## config.mk

```make
export PLATFORM = sky130hd
export DESIGN_NAME = uart_tx_arbiter
export DESIGN_NICKNAME = d
export VERILOG_FILES = /design/src/rtl/uart_tx_arbiter.sv
export SDC_FILE = /design/constraint.sdc
export NUM_CORES = 1
export LEC_CHECK = 0
export CAP_MARGIN = 20
export CORE_MARGIN = 8
export CORE_UTILIZATION = 50
export DETAILED_ROUTE_END_ITERATION = 8
export GPL_TIMING_DRIVEN = 1
export HOLD_SLACK_MARGIN = 0.08
export PLACE_DENSITY = 0.8
export SETUP_SLACK_MARGIN = 0.02
export SYNTH_ARGS = -nofsm -noshare
export SYNTH_HDL_FRONTEND = slang
export SYNTH_SLANG_ARGS = --single-unit
```

## constraint.sdc

```tcl
create_clock -name clk_i -period 4.3 [get_ports clk_i]
set_input_delay 0.86 -clock clk_i [delete_from_list [all_inputs] [get_ports clk_i]]
set_output_delay 0.86 -clock clk_i [all_outputs]
set_load 0.01 [all_outputs]
```

## src/rtl/uart_tx_arbiter.sv

```systemverilog
// rtl/uart_tx_arbiter.sv - round-robin byte arbiter feeding one UART transmitter
// Whole packets stay with one requester; an idle locked requester is released after LOCK_TIMEOUT cycles.
module uart_tx_arbiter #(
    parameter int NUM_REQ      = 3,
    parameter int LOCK_TIMEOUT = 1024
) (
    input  logic                   clk_i,
    input  logic                   rstn_i,
    input  logic [NUM_REQ-1:0]     req_valid_i,
    input  logic [8*NUM_REQ-1:0]   req_data_i,
    input  logic [NUM_REQ-1:0]     req_last_i,
    output logic [NUM_REQ-1:0]     req_ready_o,
    output logic [7:0]             tx_data_o,
    output logic                   tx_valid_o,
    input  logic                   tx_ready_i,
    output logic [NUM_REQ-1:0]     grant_o,
    output logic                   timeout_o
);

    localparam int IW = (NUM_REQ > 1) ? $clog2(NUM_REQ) : 1;
    localparam int CW = $clog2(LOCK_TIMEOUT);

    localparam logic [1:0] ST_IDLE = 2'd0;
    localparam logic [1:0] ST_SEND = 2'd1;
    localparam logic [1:0] ST_LOCK = 2'd2;

    logic [1:0]         r_state;
    logic [IW-1:0]      r_rr_ptr;
    logic [IW-1:0]      r_gidx;
    logic [NUM_REQ-1:0] r_grant;
    logic [7:0]         r_hold_data;
    logic               r_hold_last;
    logic [CW-1:0]      r_cnt;
    logic               r_timeout;

    logic               w_found;
    logic [IW-1:0]      w_sel;
    logic               w_accept;
    logic [IW-1:0]      w_acc_idx;
    logic [IW-1:0]      w_ptr_next;

    // Scan from the farthest offset down so the nearest valid requester at/after rr_ptr wins.
    always_comb begin
        w_found = 1'b0;
        w_sel   = '0;
        for (int i = NUM_REQ - 1; i >= 0; i--) begin
            if (req_valid_i[(int'(r_rr_ptr) + i) % NUM_REQ]) begin
                w_found = 1'b1;
                w_sel   = IW'((int'(r_rr_ptr) + i) % NUM_REQ);
            end
        end
    end

    always_comb begin
        w_accept    = 1'b0;
        w_acc_idx   = w_sel;
        req_ready_o = '0;
        case (r_state)
            ST_IDLE: begin
                if (w_found) begin
                    req_ready_o[w_sel] = 1'b1;
                    w_accept           = 1'b1;
                end
            end
            ST_LOCK: begin
                req_ready_o = r_grant;
                w_accept    = req_valid_i[r_gidx];
                w_acc_idx   = r_gidx;
            end
            default: ;
        endcase
    end

    assign w_ptr_next = (r_gidx == IW'(NUM_REQ - 1)) ? '0 : r_gidx + 1'b1;

    assign tx_valid_o = (r_state == ST_SEND);
    assign tx_data_o  = r_hold_data;
    assign grant_o    = r_grant;
    assign timeout_o  = r_timeout;

    always_ff @(posedge clk_i or negedge rstn_i) begin
        if (!rstn_i) begin
            r_state     <= ST_IDLE;
            r_rr_ptr    <= '0;
            r_gidx      <= '0;
            r_grant     <= '0;
            r_hold_data <= 8'h00;
            r_hold_last <= 1'b0;
            r_cnt       <= '0;
            r_timeout   <= 1'b0;
        end else begin
            r_timeout <= 1'b0;
            case (r_state)
                ST_IDLE: begin
                    if (w_accept) begin
                        r_hold_data <= req_data_i[8*w_acc_idx +: 8];
                        r_hold_last <= req_last_i[w_acc_idx];
                        r_gidx      <= w_acc_idx;
                        r_grant     <= {{(NUM_REQ-1){1'b0}}, 1'b1} << w_acc_idx;
                        r_state     <= ST_SEND;
                    end
                end
                ST_SEND: begin
                    if (tx_ready_i) begin
                        if (r_hold_last) begin
                            r_state  <= ST_IDLE;
                            r_grant  <= '0;
                            r_rr_ptr <= w_ptr_next;
                        end else begin
                            r_state <= ST_LOCK;
                            r_cnt   <= '0;
                        end
                    end
                end
                ST_LOCK: begin
                    if (w_accept) begin
                        r_hold_data <= req_data_i[8*w_acc_idx +: 8];
                        r_hold_last <= req_last_i[w_acc_idx];
                        r_state     <= ST_SEND;
                    end else if (r_cnt == CW'(LOCK_TIMEOUT - 1)) begin
                        r_state   <= ST_IDLE;
                        r_grant   <= '0;
                        r_rr_ptr  <= w_ptr_next;
                        r_timeout <= 1'b1;
                    end else begin
                        r_cnt <= r_cnt + 1'b1;
                    end
                end
                default: r_state <= ST_IDLE;
            endcase
        end
    end

endmodule

```

Word-level counts from Yosys, hierarchy flattened:

Index checks and enable logic that the tools add are counted.
W data, S select, Z words.

* add/subtract/negate cells: 4
* divide/modulo/power cells: 3
* $lt $le $gt $ge: 7
* equal/unequal tests: 12
* shifts and indexed selects: 2
* multiplexer cells: 52
* reduce and logical (&&, ||, !) cells: 11

Operators with widths (count)
* $lt A32 B4 Y1 const B: 3
* $mod A32 B3 Y32 const B: 2
* $mux W10: 4
* $mod A3 B3 Y32 const B: 1
* $mux W2: 14
* $shiftx A24 B6 Y8: 1
* $pmux W10 S2: 1
* $mux W3: 6
* $mux W1: 16
* $add A10 B1 Y10 const B: 1
* $bmux W1 S2: 5
* $eq A10 B10 Y1 const B: 1
* $ne A2 B2 Y1 const B: 5
* $reduce_and A5 Y1: 2
* $lt A2 B3 Y1 const B: 3
* $pmux W3 S3: 1
* $pmux W2 S3: 1
* $pmux W3 S2: 1
* $reduce_and A6 Y1: 1
* $eq A2 B2 Y1 const B: 2
* $ne A2 B1 Y1 const B: 2
* $pmux W2 S2: 1
* $reduce_and A2 Y1: 2
* $add A2 B1 Y3 const B: 1
* other kinds (14): 14

* register bits after elaboration: 29
* input bits: 33
* output and inout bits: 16

Longest topological paths before layout:

Gate-level depths: netlist (run 1).

* word-level depth: 14
* mapped depth: 10
* depth with buffers taken out: 8

Least setup slack after synthesis (run 1):

Ideal clock, no wire load.

* kind: in2out
* start: input port req_valid_i[1]
* end: output port req_ready_o[0]
* data arrival time: 2.009 ns
* data required time: 3.440 ns
* setup slack: 1.431 ns
* cell stages on the path: 5
* buffers on the path: 0
* path through: mux2i_1 nor2_1 and2_1 or2_2 o31ai_1

* cells in the longest elaborated chain, start to end: 12

Ends and longest elaborated chain
* start: declaration: line 9 `input logic [NUM_REQ-1:0] req_valid_i,`
* $bmux W1 S2: line 47 `if (req_valid_i[(int'(r_rr_ptr) + i) % NUM_REQ]) begin`
* $mux W1 (not written as such) (2 in a row): line 47
* $mux W2 (3 in a row): line 47
* $lt A2 B3 Y1 (not written as such) / $ge A2 B1 Y1 (equally long branches): line 61 `req_ready_o[w_sel] = 1'b1;`
* $logic_and A1 B1 Y1 (not written as such): line 61
* $mux W1 (not written as such): line 61
* $demux W1 S2: line 61
* $mux W3 (*): line 60 `if (w_found) begin`
* $pmux W3 S2 (*): line 58 `case (r_state)`
* end: declaration: line 12 `output logic [NUM_REQ-1:0] req_ready_o,`

Every way passes the cells marked *; elsewhere a longest branch is shown, timed or not. The select of a mux whose other input is x is not followed.

Final worst setup path (run 1):

* start: input port req_valid_i[1]
* end: output port req_ready_o[1]

Same word-level chain as after synthesis.

==> results of run 1 <==
[routing by layer]
metal	global-route usage [%]	share of wire, %	vias to the layer above
met4	6.73	1.2	0
met2	27.0	48	40
met5	0	0	-
li1	-	-	905
met1	19.5	44	868
met3	6.14	6.8	6
[through the flow]
step                setup slack (ps)  util (%)  total power [W]  cells  hold slack (ps)
floorplan                       1430         -          0.00145    222              493
global placement                 341      63.9          0.00174    312              505
detailed placement               289      63.9          0.00178    312              511
CTS                              285      66.0          0.00201    320              531
global route                     142      66.0          0.00216    320              560
finish                           220      66.0          0.00199    320              519
[report_power, final]
part / switching, W / internal, W / total [W]
logic: 0.000761 / 0.000569 / 0.00133
registers: 0.0000722 / 0.000369 / 0.000441
clock network: 0.000110 / 0.000111 / 0.000221
total: 0.000944 / 0.00105 / 0.00199
[final cells by class]
cell class	count	area, um2
Fill cell	334	1360
Multi-Input combinational cell	172	1230
Sequential cell	29	726
Timing Repair Buffer	50	495
Clock buffer	5	68.8
Tap cell	50	62.6
Inverter	11	41.3
Clock inverter	3	17.5
[placed cells by master, fill, tap and decap left out, types with 3 or more instances in the layout]
| cell type | instances |
|---|---|
| a21oi_1 | 7 |
| a22o_1 | 4 |
| a31oi_1 | 11 |
| clkbuf_8 | 5 |
| clkdlybuf4s50_1 | 48 |
| dfrtp_1 | 29 |
| ha_1 | 9 |
| inv_1 | 11 |
| mux2_1 | 3 |
| mux2_2 | 13 |
| mux2i_1 | 3 |
| nand2_1 | 17 |
| nand3_1 | 11 |
| nand3b_1 | 3 |
| nor2_1 | 24 |
| nor3_1 | 9 |
| o21ai_0 | 7 |
| xnor2_1 | 6 |
[cells by family (layout without fill, tap and decap cells)]
family / count (synthesis) / count (layout) / synth area share, %
AOI/OAI and AO/OA: 51 / 51 / 18.9
xor gates and xnor gates: 6 / 6 / 2.53
adders and majority gates: 9 / 9 / 5.41
buffers and inverters: 21 / 69 / 6.01
DFF: 29 / 29 / 34.9
muxes: 19 / 19 / 10.1
and+or+nand+nor: 87 / 87 / 22.1
[synthesized netlist by cell type, types with 2 or more instances]
master and count:
nor3_1 9, a22o_1 4, buf_6 2, dfrtp_1 29, nor2_1 24, or2b_2 2
and2_1 2, clkbuf_1 4, a21oi_1 7, a22oi_1 2, nand4_1 2, clkbuf_8 3
mux2_1 3, ha_1 9, inv_1 11, o21ai_0 7, a31oi_1 11, nand2_1 17
nand3_1 11, a221oi_1 2, and3_1 2, nand3b_1 3, nor2b_1 2, nor4_1 2
nor4_2 2, mux2i_1 3, xnor2_1 6, or2_2 2, mux2_2 13, a2111oi_2 2
a32oi_1 2
[registers in the layout (all words and copies together) (netlist names)]
name         count
grant_o          3
r_cnt           10
r_gidx           2
r_hold_last      1
r_rr_ptr         2
r_state          2
timeout_o        1
tx_data_o        8
[how the worst max path moves through the flow]
stage	slack [ps]	from	endpoint
after floorplan	1430	req_valid_i[1]	req_ready_o[0]
after global placement	340	req_valid_i[1]	req_ready_o[0]
after detailed placement	290	req_valid_i[1]	req_ready_o[0]
after CTS	290	req_valid_i[1]	req_ready_o[1]
after global routing	140	req_valid_i[1]	req_ready_o[1]
final	220	req_valid_i[1]	req_ready_o[1]
==> impl_metrics.json, run 1 <==
{
  "status": "finished, final reports clean",
  "arrival_ps": 3220,
  "peakVddDrop_uv": 750,
  "hold_end": "grant_o[2]$_DFFE_PN0P_",
  "p_leak_nw": 1.06,
  "fmax_mhz": 245,
  "clock_skew_ps": 3.05,
  "cts_buffers": 5,
  "holdPathStages": 1,
  "grt_pass1_wl_um": 8580,
  "hold_class": "flip-flop to flip-flop",
  "place_hpwl_um": 3880,
  "cts_tree": "yes",
  "path_depth": 7,
  "path_cells": "clkdlybuf4s50_1, a221oi_1, a32oi_1, o21ai_0, nor2_1, a22o_1, clkdlybuf4s50_1",
  "synthesis.nets": 264,
  "dieArea_um2": 6480,
  "cp.required_ps": 3440,
  "path_clk_slew_ps": 60,
  "ys_warn_count": 0,
  "min-delay-start": "grant_o[2]$_DFFE_PN0P_",
  "drv_slew": 0,
  "ys_ff_latch": 29,
  "drcViolationCount": 0,
  "power.density_nw_per_um2": 755,
  "die_w_um": 80.5,
  "nets": 311,
  "critical-path-top-delay-family": "compound AO/OA/AOI/OAI gates",
  "std_cell_rows": 23,
  "synth_top_cell_area_share_pct": 34.9,
  "tightest_slew_ps": 828,
  "drt_iter0_drc": 86,
  "antenna_found_initial": 0,
  "place.gp.congestion": 0.837,
  "gr-total-overflow": 0,
  "areaGrowthSynthToFinish_pct": 26.9,
  "critPathCaptureType": "primary output",
  "synthArstFlopShare_pct": 100,
  "grt_pass1_vias": 1939,
  "synth-seq-area-share_pct": 34.9,
  "num_vias": 1819,
  "finalSetupViolCount": 0,
  "synthTopCellsByArea": "dfrtp_1 35%, mux2_2 7.0%, ha_1 5.4%",
  "cpPeakStageDelay_ps": 540,
  "clock-sinks": 29,
  "cts_root_buf": "clkbuf_8",
  "yosysTopAreaCell": "dfrtp_1",
  "ys.flop_type": "dfrtp_1",
  "period_minus_slack_ps": 4080,
  "hold_viol": 0,
  "diodes": 0,
  "post_dp_cell_area_um2": 2550,
  "rr_worst_depth": 8,
  "routed_wirelength_um": 5120,
  "yosysUniqueCellTypes": 53,
  "cpMaxStageDelayCell": "clkdlybuf4s50_1",
  "drive_above_1_share_pct": 15.2,
  "ant_nets": 0,
  "synth-edff-count": 0,
  "dr.pass1.iters": 4,
  "synth_cells": 222,
  "rsz0062_at_grt": "false",
  "fin_tns_setup_ps": 0,
  "clock_latency_ps": 280,
  "io_buffer_count": 48,
  "drv_cap": 0,
  "r2r_slack_ps": 1280,
  "syn_area_per_cell_um2": 9.37,
  "cp_max_fo": 8,
  "fin_crit_sh_pct": 94.9,
  "postCtsSetupRepairBufs": 0,
  "grt_max_degree": 34,
  "start_util_pct": 52.0,
  "stdcell_area_um2": 2640,
  "die_height_um": 80.5,
  "cts.path.max_buffers": 2,
  "netlist_area_um2": 2080,
  "ioPinCount": 49,
  "slew_headroom_pct": 44.8,
  "via_per_inst": 5.68,
  "cts_hold_buf": 0,
  "timing.rr.end": "r_rr_ptr[0]$_DFFE_PN0P_",
  "regToRegStartpoint": "r_state[0]$_DFFE_PN0P_",
  "crit_buf_inv": 2,
  "crit_top_cell": "clkdlybuf4s50_1",
  "startpoint_type": "input port",
  "htree_levels": 2,
  "grt_use_total_pct": 16.7,
  "coreArea_um2": 4000,
  "wl_per_cell_um": 16.0,
  "worst-setup-path-type": "input port to primary output",
  "cts_resized": 0
}
No activity file was read; power rests on OpenSTA's default activity.
==> run 2, diff against run 1 <==
--- a/config.mk
+++ b/config.mk
@@ -11,6 +11,7 @@
 export DETAILED_ROUTE_END_ITERATION = 8
 export GPL_TIMING_DRIVEN = 1
 export HOLD_SLACK_MARGIN = 0.08
+export MAX_ROUTING_LAYER = met4
 export PLACE_DENSITY = 0.8
 export SETUP_SLACK_MARGIN = 0.02
 export SYNTH_ARGS = -nofsm -noshare
==> impl_metrics.json, run 2 (synthesized netlist as in run 1, its figures left out) <==
{
  "grt_max_degree": 34,
  "drcViolationCount": 0,
  "nets": 311,
  "ioPinCount": 49,
  "largest-register": "r_cnt",
  "final_cell_mix": "48 x clkdlybuf4s50_1, 29 x dfrtp_1, 24 x nor2_1",
  "rsz0062_at_grt": "false",
  "power_frac_comb_pct": 66.7,
  "coreArea_um2": 4000,
  "fin_tns_setup_ps": 0,
  "p_leak_nw": 1.06,
  "fmax_mhz": 245,
  "postCtsSetupRepairBufs": 0,
  "areaGrowthSynthToFinish_pct": 26.9,
  "p_seq_share_pct": 22.1,
  "cts_root_buf": "clkbuf_8",
  "largest_reg_flops": 10,
  "post_dp_cell_area_um2": 2550,
  "grt_pass1_vias": 1938,
  "regToRegStartpoint": "r_state[0]$_DFFE_PN0P_",
  "period_minus_slack_ps": 4090,
  "critPathCaptureType": "primary output",
  "diodes": 0,
  "stdcell_area_um2": 2640,
  "finalPower_w": 0.00200,
  "drive_above_1_share_pct": 15.2,
  "switchingPower_w": 0.000947,
  "drv_cap": 0,
  "start_util_pct": 52.0,
  "place.gp.congestion": 0.850,
  "cp.required_ps": 3440,
  "min-delay-start": "grant_o[2]$_DFFE_PN0P_",
  "cts.path.max_buffers": 2,
  "swShare_pct": 47.4,
  "gr-total-overflow": 0,
  "cts_buffers": 5,
  "num_vias": 1831,
  "cts_tree": "yes",
  "power.density_nw_per_um2": 756,
  "io_buffer_count": 48,
  "cts_hold_buf": 0,
  "die_height_um": 80.5,
  "antenna_found_initial": 0,
  "clock-sinks": 29,
  "place_hpwl_um": 3880,
  "status": "finished, final reports clean",
  "hold_viol": 0,
  "peakVddDrop_uv": 751,
  "hold_class": "flip-flop to flip-flop",
  "worst-setup-path-type": "input port to primary output",
  "critPathLaunch": "req_valid_i[1]",
  "die_w_um": 80.5,
  "fin_crit_sh_pct": 95.0,
  "path_clk_slew_ps": 60,
  "drv_slew": 0,
  "dr.pass1.iters": 4,
  "slew_headroom_pct": 44.9,
  "htree_levels": 2,
  "p_clk_share_pct": 11.1,
  "std_cell_rows": 23,
  "clock_latency_ps": 280,
  "via_per_inst": 5.72,
  "cp_max_fo": 8,
  "final_common_cell": "clkdlybuf4s50_1",
  "ant_nets": 0,
  "clock_skew_ps": 3.76,
  "wl_per_cell_um": 16.1,
  "routed_wirelength_um": 5150,
  "cts_resized": 0,
  "grt_pass1_wl_um": 8600,
  "finalSetupViolCount": 0,
  "p_int_w": 0.00105,
  "drt_iter0_drc": 70,
  "grt_use_total_pct": 17.3,
  "dieArea_um2": 6480,
  "startpoint_type": "input port",
  "arrival_ps": 3230,
  "tightest_slew_ps": 827
}
==> run 2: per-layer routing <==
| metal | track usage, % | part of all wire [%] | vias up |
|---|---|---|---|
| li1 | - | - | 908 |
| met3 | 5.47 | 4.8 | 7 |
| met4 | 6.18 | 1.5 | 0 |
| met5 | - | 0 | - |
| met2 | 26.9 | 48 | 43 |
| met1 | 20.4 | 45 | 873 |
==> run 2: worst max-delay path, stage by stage <==
cell,delay (ps)
clkdlybuf4s50_1,540
a221oi_1,410
a32oi_1,130
o21ai_0,500
nor2_1,70
a22o_1,210
clkdlybuf4s50_1,490
==> run 2: metrics by stage <==
stage	std cells	utilization, %	hold WS [ps]	setup slack [ps]
CTS	320	66.0	531	285
finish	320	66.0	519	214
floorplan	222	-	493	1430
global placement	312	63.9	505	341
global route	320	66.0	560	146
detailed placement	312	63.9	511	289
==> run 2: power by group through the flow <==
stage	sequential [W]	combinational [W]	clock (W)
after floorplan	0.000451	0.000997	0
final	0.000442	0.00133	0.000222
after detailed placement	0.000444	0.00133	0
after global placement	0.000439	0.00130	0
after global routing	0.000454	0.00146	0.000246
after CTS	0.000440	0.00134	0.000229
==> run 2: layout make-up <==
cell class / count / area [um2]
fillers: 334 / 1360
multi-input cells: 172 / 1230
well taps: 50 / 62.6
flip-flops and latches: 29 / 726
clock inverters: 3 / 17.5
inverters: 11 / 41.3
clock buffers: 5 / 68.8
repair buffers: 50 / 495
==> run 2: final timing paths <==
path	end	slack [ps]	depth (start not counted)
min reg2reg	grant_o[2]$_DFFE_PN0P_	520	1
min in group asynchronous	r_cnt[9]$_DFFE_PN0P_	970	2
min	grant_o[2]$_DFFE_PN0P_	520	1
max	req_ready_o[1]	210	7
max in group asynchronous	grant_o[2]$_DFFE_PN0P_	3040	2
max reg2reg	r_rr_ptr[1]$_DFFE_PN0P_	1280	8
==> run 3, diff against run 2 <==
--- a/config.mk
+++ b/config.mk
@@ -8,6 +8,7 @@
 export CAP_MARGIN = 20
 export CORE_MARGIN = 8
 export CORE_UTILIZATION = 50
+export CTS_CLUSTER_SIZE = 28
 export DETAILED_ROUTE_END_ITERATION = 8
 export GPL_TIMING_DRIVEN = 1
 export HOLD_SLACK_MARGIN = 0.08
==> results of run 3 <==
The final DEF is identical to that of run 2; final timing and power are the same.
